<file path="config.mk">
export PLATFORM = sky130hd
export DESIGN_NAME = operand_fetch_stage
export DESIGN_NICKNAME = d
export VERILOG_FILES = /design/src/rtl/operand_fetch_stage.sv
export SDC_FILE = /design/constraint.sdc
export NUM_CORES = 1
export LEC_CHECK = 0
export CAP_MARGIN = 20
export CORE_AREA = 2 2 151 153
export DETAILED_ROUTE_END_ITERATION = 7
export DIE_AREA = 0 0 153 155
export PLACE_DENSITY = 0.78
export SETUP_SLACK_MARGIN = 0.4
export SYNTH_ARGS = -nofsm -noshare
export SYNTH_HDL_FRONTEND = slang
export SYNTH_SLANG_ARGS = --single-unit
export TNS_END_PERCENT = 20
</file>
<file path="constraint.sdc">
create_clock -name clk -period 3.2 [get_ports clk]
set_input_delay 0.48 -clock clk [delete_from_list [all_inputs] [get_ports clk]]
set_output_delay 0.48 -clock clk [all_outputs]
set_load 0.01 [all_outputs]
</file>
<file path="src/rtl/operand_fetch_stage.sv">
// operand_fetch_stage: operand-fetch pipeline stage between IF and EX.
// Decodes the IF/OF instruction, drives the register file read ports, resolves
// operands, detects RAW hazards (stalling fetch) and holds the OF/EX register.
// Optional feature macro: OF_FORWARD_EN adds MA/RW result forwarding, so that
// only EX-stage producers and MA-stage loads cause a stall.
module operand_fetch_stage (
    input  logic        clk,
    input  logic        rst_n,
    input  logic        if_valid,
    input  logic [31:0] if_instr,
    input  logic [31:0] if_pc,
    output logic        if_stall,
    input  logic        flush,
    output logic [3:0]  rf_rs1,
    output logic [3:0]  rf_rs2,
    input  logic [31:0] rf_rd1,
    input  logic [31:0] rf_rd2,
    input  logic        ma_wb,
    input  logic        ma_is_ld,
    input  logic [3:0]  ma_rd,
    input  logic [31:0] ma_result,
    input  logic        rw_wb,
    input  logic [3:0]  rw_rd,
    input  logic [31:0] rw_data,
    output logic        ex_valid,
    output logic [31:0] ex_pc,
    output logic [31:0] ex_a,
    output logic [31:0] ex_b,
    output logic [31:0] ex_st_data,
    output logic [31:0] ex_br_target,
    output logic [4:0]  ex_opcode,
    output logic [3:0]  ex_rd,
    output logic        ex_wb,
    output logic        ex_is_ld,
    output logic        ex_is_st,
    output logic        ex_is_imm
);

    logic [4:0]  opcode;
    logic        imm_flag;
    logic [3:0]  rd_field;
    logic [3:0]  rs1_field;
    logic [3:0]  rs2_field;
    logic [15:0] imm_field;
    logic [1:0]  modifier;
    logic [26:0] offset;

    logic        is_ld, is_st, is_ret, is_call;
    logic        use_src1, use_src2;
    logic [3:0]  src1, src2;
    logic        dec_wb;
    logic [3:0]  dec_rd;
    logic [31:0] imm_val;
    logic [31:0] br_target;
    logic [31:0] op1_val, op2_val;
    logic        hz1, hz2, hazard;

    assign opcode    = if_instr[31:27];
    assign imm_flag  = if_instr[26];
    assign rd_field  = if_instr[25:22];
    assign rs1_field = if_instr[21:18];
    assign rs2_field = if_instr[17:14];
    assign imm_field = if_instr[15:0];
    assign modifier  = if_instr[17:16];
    assign offset    = if_instr[26:0];

    // Decode which sources are read, the destination, and the immediate format
    always_comb begin
        is_ld    = (opcode == 5'b01110);
        is_st    = (opcode == 5'b01111);
        is_call  = (opcode == 5'b10011);
        is_ret   = (opcode == 5'b10100);
        use_src1 = (opcode <= 5'b00111) ||
                   ((opcode >= 5'b01010) && (opcode <= 5'b01100)) ||
                   is_ld || is_st || is_ret;
        src1     = is_ret ? 4'd15 : rs1_field;
        use_src2 = ((!imm_flag) && (opcode <= 5'b01100)) || is_st;
        src2     = is_st ? rd_field : rs2_field;
        dec_wb   = (opcode <= 5'b00100) ||
                   ((opcode >= 5'b00110) && (opcode <= 5'b01100)) ||
                   is_ld || is_call;
        dec_rd   = is_call ? 4'd15 : rd_field;
        case (modifier)
            2'b01:   imm_val = {16'h0000, imm_field};
            2'b10:   imm_val = {imm_field, 16'h0000};
            default: imm_val = {{16{imm_field[15]}}, imm_field};
        endcase
        br_target = if_pc + {{3{offset[26]}}, offset, 2'b00};
    end

`ifdef OF_FORWARD_EN
    // Take the youngest in-flight value for each source; MA beats RW, MA loads are not ready yet
    always_comb begin
        op1_val = rf_rd1;
        if (ma_wb && !ma_is_ld && (ma_rd == src1))
            op1_val = ma_result;
        else if (rw_wb && (rw_rd == src1))
            op1_val = rw_data;
        op2_val = rf_rd2;
        if (ma_wb && !ma_is_ld && (ma_rd == src2))
            op2_val = ma_result;
        else if (rw_wb && (rw_rd == src2))
            op2_val = rw_data;
    end

    // A source is blocked by any EX producer, or by a load that is still in MA
    always_comb begin
        hz1    = (ex_valid && ex_wb && (ex_rd == src1)) || (ma_wb && ma_is_ld && (ma_rd == src1));
        hz2    = (ex_valid && ex_wb && (ex_rd == src2)) || (ma_wb && ma_is_ld && (ma_rd == src2));
        hazard = (use_src1 && hz1) || (use_src2 && hz2);
    end
`else
    logic unused_fwd_inputs;
    assign unused_fwd_inputs = ^{ma_is_ld, ma_result, rw_wb, rw_rd, rw_data};

    // Operands come straight from the register file, whose write-through covers RW
    always_comb begin
        op1_val = rf_rd1;
        op2_val = rf_rd2;
    end

    // Without forwarding any producer still in EX or MA blocks the source
    always_comb begin
        hz1    = (ex_valid && ex_wb && (ex_rd == src1)) || (ma_wb && (ma_rd == src1));
        hz2    = (ex_valid && ex_wb && (ex_rd == src2)) || (ma_wb && (ma_rd == src2));
        hazard = (use_src1 && hz1) || (use_src2 && hz2);
    end
`endif

    // Combinational outputs are held at zero while reset is asserted
    assign if_stall = rst_n && if_valid && hazard && !flush;
    assign rf_rs1   = rst_n ? src1 : 4'd0;
    assign rf_rs2   = rst_n ? src2 : 4'd0;

    // OF/EX register: flush and stall both insert a bubble, otherwise capture the decode
    always_ff @(posedge clk or negedge rst_n) begin
        if (!rst_n) begin
            ex_valid     <= 1'b0;
            ex_wb        <= 1'b0;
            ex_is_ld     <= 1'b0;
            ex_is_st     <= 1'b0;
            ex_is_imm    <= 1'b0;
            ex_opcode    <= 5'd0;
            ex_rd        <= 4'd0;
            ex_pc        <= 32'd0;
            ex_a         <= 32'd0;
            ex_b         <= 32'd0;
            ex_st_data   <= 32'd0;
            ex_br_target <= 32'd0;
        end else begin
            ex_valid <= 1'b0;
            ex_wb    <= 1'b0;
            ex_is_ld <= 1'b0;
            ex_is_st <= 1'b0;
            if (!flush && !if_stall) begin
                ex_valid     <= if_valid;
                ex_wb        <= if_valid && dec_wb;
                ex_is_ld     <= if_valid && is_ld;
                ex_is_st     <= if_valid && is_st;
                ex_is_imm    <= imm_flag;
                ex_opcode    <= opcode;
                ex_rd        <= dec_rd;
                ex_pc        <= if_pc;
                ex_a         <= op1_val;
                ex_b         <= imm_flag ? imm_val : op2_val;
                ex_st_data   <= op2_val;
                ex_br_target <= br_target;
            end
        end
    end

endmodule
</file>
* Yosys cells after proc, flatten, opt, wreduce, memory -nomap -nowiden *
Cells that the tools add are included.

storage, ports and cells
  register bits = 174
  input port bits = 207
  output and inout port bits = 183
  logic and storage cells = 70

cells by class
  add/subtract/negate cells = 1
  order comparisons = 5
  eq/ne operators = 10
  mux-type cells = 11
  reduce and logical (&&, ||, !) cells = 31

operators with widths
  cell                                                                                  number
  32-bit one-hot mux with 2 select lines                                                1
  32-bit adder                                                                          1
  32-bit two-way mux                                                                    1
  4-bit two-way mux                                                                     5
  1-bit logical AND                                                                     17
  4-bit == test                                                                         4
  1-bit logical OR                                                                      11
  5-bit by 4-bit == test with 1-bit output (second input constant)                      2
  5-bit == test (second input constant)                                                 2
  5-bit by 3-bit <= comparator with 1-bit output (second input constant)                2
  5-bit by 3-bit greater-or-equal comparator with 1-bit output (second input constant)  1
  5-bit by 4-bit greater-or-equal comparator with 1-bit output (second input constant)  1
  5-bit by 4-bit <= comparator with 1-bit output (second input constant)                1
  1-bit two-way mux                                                                     4
  1-bit zero test                                                                       3
  2-bit by 1-bit == test with 1-bit output (second input constant)                      1
  2-bit == test (second input constant)                                                 1

* Logic depth before layout (Yosys ltp) *
  word-level depth = 13
  mapped depth = 13
  depth with buffers taken out = 10

* Worst setup path after synthesis *
OpenSTA, ideal clock, no wires.

  path kind = input -> register
  start point = in if_instr[0]
  end point = reg ex_br_target[30]
  setup time = 0.131 ns
  arrival time = 2.660 ns
  data required time = 3.069 ns
  slack = 0.409 ns
  stages on the path = 10
  path buffers = 0
  cells stage by stage = ha_1 fa_1 a21o_1 a21oi_1 o21a_1 o21bai_1 a31o_2 a311oi_1 a2111o_1 o211ai_1

on the way
  cells in the longest elaborated chain, start to end = 1

RTL lines
  item                    RTL line  text
  start: declaration      10        input logic [31:0] if_instr,
  32-bit adder            88        br_target = if_pc + {{3{offset[26]}}, offset, 2'b00};
  end signal: assignment  167       ex_br_target <= br_target;
  end: declaration        30        output logic [31:0] ex_br_target,

Every way passes these cells.
A chain may end at the register's enable or synchronous reset.

* Final worst setup path *
  start point = in if_instr[28]
  end point = out if_stall

on the way
  cells in the longest elaborated chain, start to end = 10
  elaborated cells on any way between the ends = 30
  classes of those cells = order compare (3); eq/ne (7); mux (2); reduce/logical (18)

RTL lines
  item                                                                                                                                   RTL line  text
  5-bit by 4-bit greater-or-equal comparator with 1-bit output / 5-bit by 4-bit <= comparator with 1-bit output (equally long branches)  74, 77
  1-bit logical AND                                                                                                                      74        ((opcode >= 5'b01010) && (opcode <= 5'b01100)) ||
  1-bit logical OR                                                                                                                       73        use_src1 = (opcode <= 5'b00111) ||
  1-bit logical OR                                                                                                                       74
  1-bit logical OR (2 in series)                                                                                                         75        is_ld || is_st || is_ret;
  1-bit logical AND                                                                                                                      126       hazard = (use_src1 && hz1) || (use_src2 && hz2);
  1-bit logical OR *                                                                                                                     126
  1-bit logical AND * (2 in series)                                                                                                      131       assign if_stall = rst_n && if_valid && hazard && !flush;
  end: declaration                                                                                                                       12        output logic if_stall,

Every way passes the cells marked *; elsewhere a longest branch is shown, timed or not.

==> tab_implementation.tex <==
\begin{tabular}{lr}
\hline
Metric & Value \\
\hline
\multicolumn{2}{l}{\textbf{Die}} \\
Die boundary height & 155 µm \\
Initial core utilization & 39.8\% \\
Die Wd & 153 µm \\
Site row count & 55 \\
CORE AREA & 0.0222 mm² \\
DIE AREA & 0.0237 mm² \\
Io pins & 390 \\
\multicolumn{2}{l}{\textbf{CTS}} \\
CTS tree & done \\
Clock slew at the register clock pins of the worst setup and hold paths & 80 ps \\
Maximum count of clock buffers along a single path & 2 \\
Insertion delay to the later sink of the worst-skew pair & 420 ps \\
Max H-tree Level & 4 \\
CTS root buf & sky130\_fd\_sc\_hd\_\_clkbuf\_16 \\
Sinks on the clock net & 172 \\
Inserted Clock Buffers & 17 \\
\multicolumn{2}{l}{\textbf{STA}} \\
Clock period minus worst slack & 2720 ps \\
Share of the clock period used by the worst path after layout & 84.9\% \\
Actual transition at the worst max-transition pin & 877 ps \\
Number of endpoints with negative hold slack in the final report & 0 \\
Setup slack after layout & 482 ps \\
RSZ-0062 raised after global routing & false \\
Skew final & 10.2 ps \\
Relative slew slack & 41.5\% \\
Fmax achieved & 368 MHz \\
Final-report setup violation count & 0 \\
Final Max Slew Viols & 0 \\
\multicolumn{2}{l}{\textbf{Routing}} \\
Final routed wire length divided by cell count & 19.4 µm \\
Vias per cell & 5.23 \\
Detailed-route via count & 8,033 \\
Violation count after the first detailed-routing iteration & 418 \\
Router iterations before antenna repair & 5 \\
Routed Antenna Nets & 0 \\
Residual DRC count & 0 \\
Wirelength, routed & 29,800 µm \\
\multicolumn{2}{l}{\textbf{Worst setup path}} \\
Worst reg2reg startpoint & ex\_wb \\
Worst reg-to-reg path cell count & 10 \\
Sort of element at the end of the critical path & output pin \\
Flop2flop setup slack & 570 ps \\
R2r endpoint & ex\_st\_data[26] \\
End of the critical path & if\_stall \\
Required time at the worst-slack endpoint & 2720 ps \\
Data arrival, critical path & 2240 ps \\
Startpoint type of the worst setup path & input port \\
Category of the most critical setup path & in -> out \\
Maximum fanout along the worst path & 2 \\
CP Launch Point & if\_instr[28] \\
\multicolumn{2}{l}{\textbf{Logic synthesis}} \\
Gate Count Post-Synth & 823 \\
Syn avg cell area & 10.7 µm² \\
Most frequent cell after synthesis & sky130\_fd\_sc\_hd\_\_dfrtp\_1 \\
Largest cells by area after synthesis & sky130\_fd\_sc\_hd\_\_dfrtp\_1 (49\%), sky130\_fd\_sc\_hd\_\_mux2\_2 (10\%), sky130\_fd\_sc\_hd\_\_ha\_1 (4.4\%), sky130\_fd\_sc\_hd\_\_nand2\_1 (4.0\%), sky130\_fd\_sc\_hd\_\_a21oi\_1 (3.6\%) \\
Proportion of netlist area held by the largest area contributor & 48.6\% \\
Cell taking the most area after synthesis & sky130\_fd\_sc\_hd\_\_dfrtp\_1 \\
Most frequent cells after synthesis & sky130\_fd\_sc\_hd\_\_dfrtp\_1 (172), sky130\_fd\_sc\_hd\_\_nand2\_1 (95), sky130\_fd\_sc\_hd\_\_mux2\_2 (80) \\
Sequential cell area fraction in the yosys report & 48.6\% \\
Async set or reset register ratio after synthesis & 100\% \\
Post-Synthesis Cell Area & 0.00885 mm² \\
FF+latch count, synth & 172 \\
Post-synth net total & 1,062 \\
Number of warnings reported in the yosys synthesis log & 0 \\
Count of distinct cell types in the synthesized netlist & 65 \\
Number of enable-type register cells in the synthesized netlist & 0 \\
Top\_reg\_cell synth & sky130\_fd\_sc\_hd\_\_dfrtp\_1 \\
\multicolumn{2}{l}{\textbf{Final layout}} \\
Fill cells & 1,784 \\
Area occupied by multi-input gates & 0.00438 mm² \\
FF/Latch Area & 0.00430 mm² \\
Fraction of layout instances using a drive strength above 1 & 23.0\% \\
Syn-to-layout area delta & 57.0\% \\
Number of nets in the layout & 1,476 \\
Final instance area & 0.0139 mm² \\
\multicolumn{2}{l}{\textbf{Global routing}} \\
Congestion Overflow GR & 0 \\
Vias in the first global route & 8,402 \\
First-pass GRT wire length & 46,500 µm \\
Number of antenna violations at the first check in global routing & 1 \\
Overall fraction of global-route tracks in use & 24.9\% \\
Largest net degree at the start of global routing & 67 \\
\multicolumn{2}{l}{\textbf{Outcome}} \\
Result of the run & complete, no violations \\
\multicolumn{2}{l}{\textbf{Placed design}} \\
Quantity of I/O buffers inserted on ports & 319 \\
DP Wirelength & 23,000 µm \\
Last weighted congestion value of the routability-driven placer & 0.901 \\
Post-Place Worst Slack & -410 ps \\
Placement Cell Area & 0.0131 mm² \\
\multicolumn{2}{l}{\textbf{Pwr}} \\
Switching component of the power & 2.10 mW \\
Pwr per Cell Area & 484 mW/mm² \\
Combinational share of power & 30.5\% \\
P\_leak & 5.91 nW \\
Switching part of the total & 31.2\% \\
Clock power share & 30.8\% \\
Proportion of power drawn by flip-flops and latches & 38.7\% \\
Final Power & 6.72 mW \\
Internal Dissipation & 4.62 mW \\
IR drop worst, VDD & 0.405 mV \\
\multicolumn{2}{l}{\textbf{Job}} \\
Number of maximum-capacitance violations & 0 \\
\multicolumn{2}{l}{\textbf{Worst hold path}} \\
Worst hold stages & 3 \\
Classification of the worst-slack hold path & in -> reg \\
\hline
\end{tabular}
[power by group through the flow]
stage               logic, mW  clock network, mW  registers (mW)
global route             2.20               2.19            2.63
finish                   2.05               2.07            2.60
global placement         2.00                  0            2.63
floorplan               0.676                  0            2.77
CTS                      2.04               2.10            2.60
detailed placement       2.02                  0            2.64
[layout make-up]
type / count / share of cell area (%)
Antenna cell: 1 / 0.0180
Clock buffer: 18 / 3.09
Clock inverter: 14 / 1.10
Inverter: 20 / 0.540
Multi-Input combinational cell: 586 / 31.5
Sequential cell: 172 / 31.0
Tap cell: 285 / 2.57
Timing Repair Buffer: 440 / 30.2
[per-layer routing]
layer / vias up / wire length [µm] / GRT usage [%]
li1: 3766 / - / -
met1: 3952 / 12100 / 30.0
met2: 293 / 15100 / 43.8
met3: 22 / 2230 / 7.94
met4: 0 / 399 / 5.47
met5: - / 0 / 0
[sequential cells by signal, indices dropped and copies added (netlist names)]
signal and count:
ex_a 32, ex_is_st 1, ex_br_target 30, ex_rd 4, ex_is_imm 1, ex_wb 1
ex_opcode 5, ex_st_data 32, ex_is_ld 1, ex_valid 1, ex_b 32, ex_pc 32
[stage by stage]
stage,instances,TNS [ps],hold slack [ps],utilization (%)
after floorplan,823,0,184,-
after global placement,1500,-33660,360,59.0
after detailed placement,1500,-41760,359,59.0
after CTS,1535,0,362,61.8
after global routing,1536,0,391,62.5
final,1536,0,401,62.5
[critical path, cell delays in order]
cell	delay (ps)
sky130_fd_sc_hd__buf_2	110
sky130_fd_sc_hd__buf_4	130
sky130_fd_sc_hd__o211a_1	210
sky130_fd_sc_hd__o22a_1	190
sky130_fd_sc_hd__or2_1	220
sky130_fd_sc_hd__a221o_1	260
sky130_fd_sc_hd__o31a_1	290
sky130_fd_sc_hd__a211oi_2	180
sky130_fd_sc_hd__buf_2	160
[layout by cell type, fill, tap and decap left out, drive strengths merged, types with 6 or more instances in the layout]
master         instances
clkdlybuf4s50        294
buf                  127
dlymetal6s2s           6
nand2                 96
dfrtp                172
mux2                 101
o21bai                 6
o21a                  10
xor2                  18
a21oi                 64
o21ai                 89
xnor2                 18
clkinv                 6
nor2                  15
nor2b                 28
inv                   26
a21o                  13
ha                    31
clkbuf                21
dlygate4sd2            7
o211ai                 6
a211oi                11
a31oi                  6
[kinds of logic after synthesis]
| group | count (synthesis) | synth area share [%] |
|---|---|---|
| AOI/OAI and AO/OA | 236 | 16.0 |
| xor gates and xnor gates | 36 | 3.56 |
| adders and majority gates | 32 | 4.61 |
| buffers and inverters | 65 | 4.13 |
| DFF | 172 | 48.6 |
| muxes | 106 | 13.4 |
| and+or+nand+nor | 176 | 9.63 |
[worst min path at each step]
stage | start | end | slack [ps]
floorplan | rst_n | ex_a[0] | 180
global placement | rst_n | ex_pc[20] | 360
detailed placement | rst_n | ex_pc[20] | 360
CTS | if_instr[27] | ex_is_ld | 360
global route | if_instr[27] | ex_is_ld | 390
finish | if_instr[27] | ex_is_ld | 400
[repair_timing]
| action | CTS | global route |
|---|---|---|
| hold buffers | 1 | 0 |
| endpoints found under the setup margin | 181 | 117 |
| setup buffers | 2 | 0 |
| hold endpoints to repair | 14 | 0 |
| gates resized for setup | 49 | 47 |
| pin swaps | 17 | 17 |
Power figures use the tool's default switching activity.
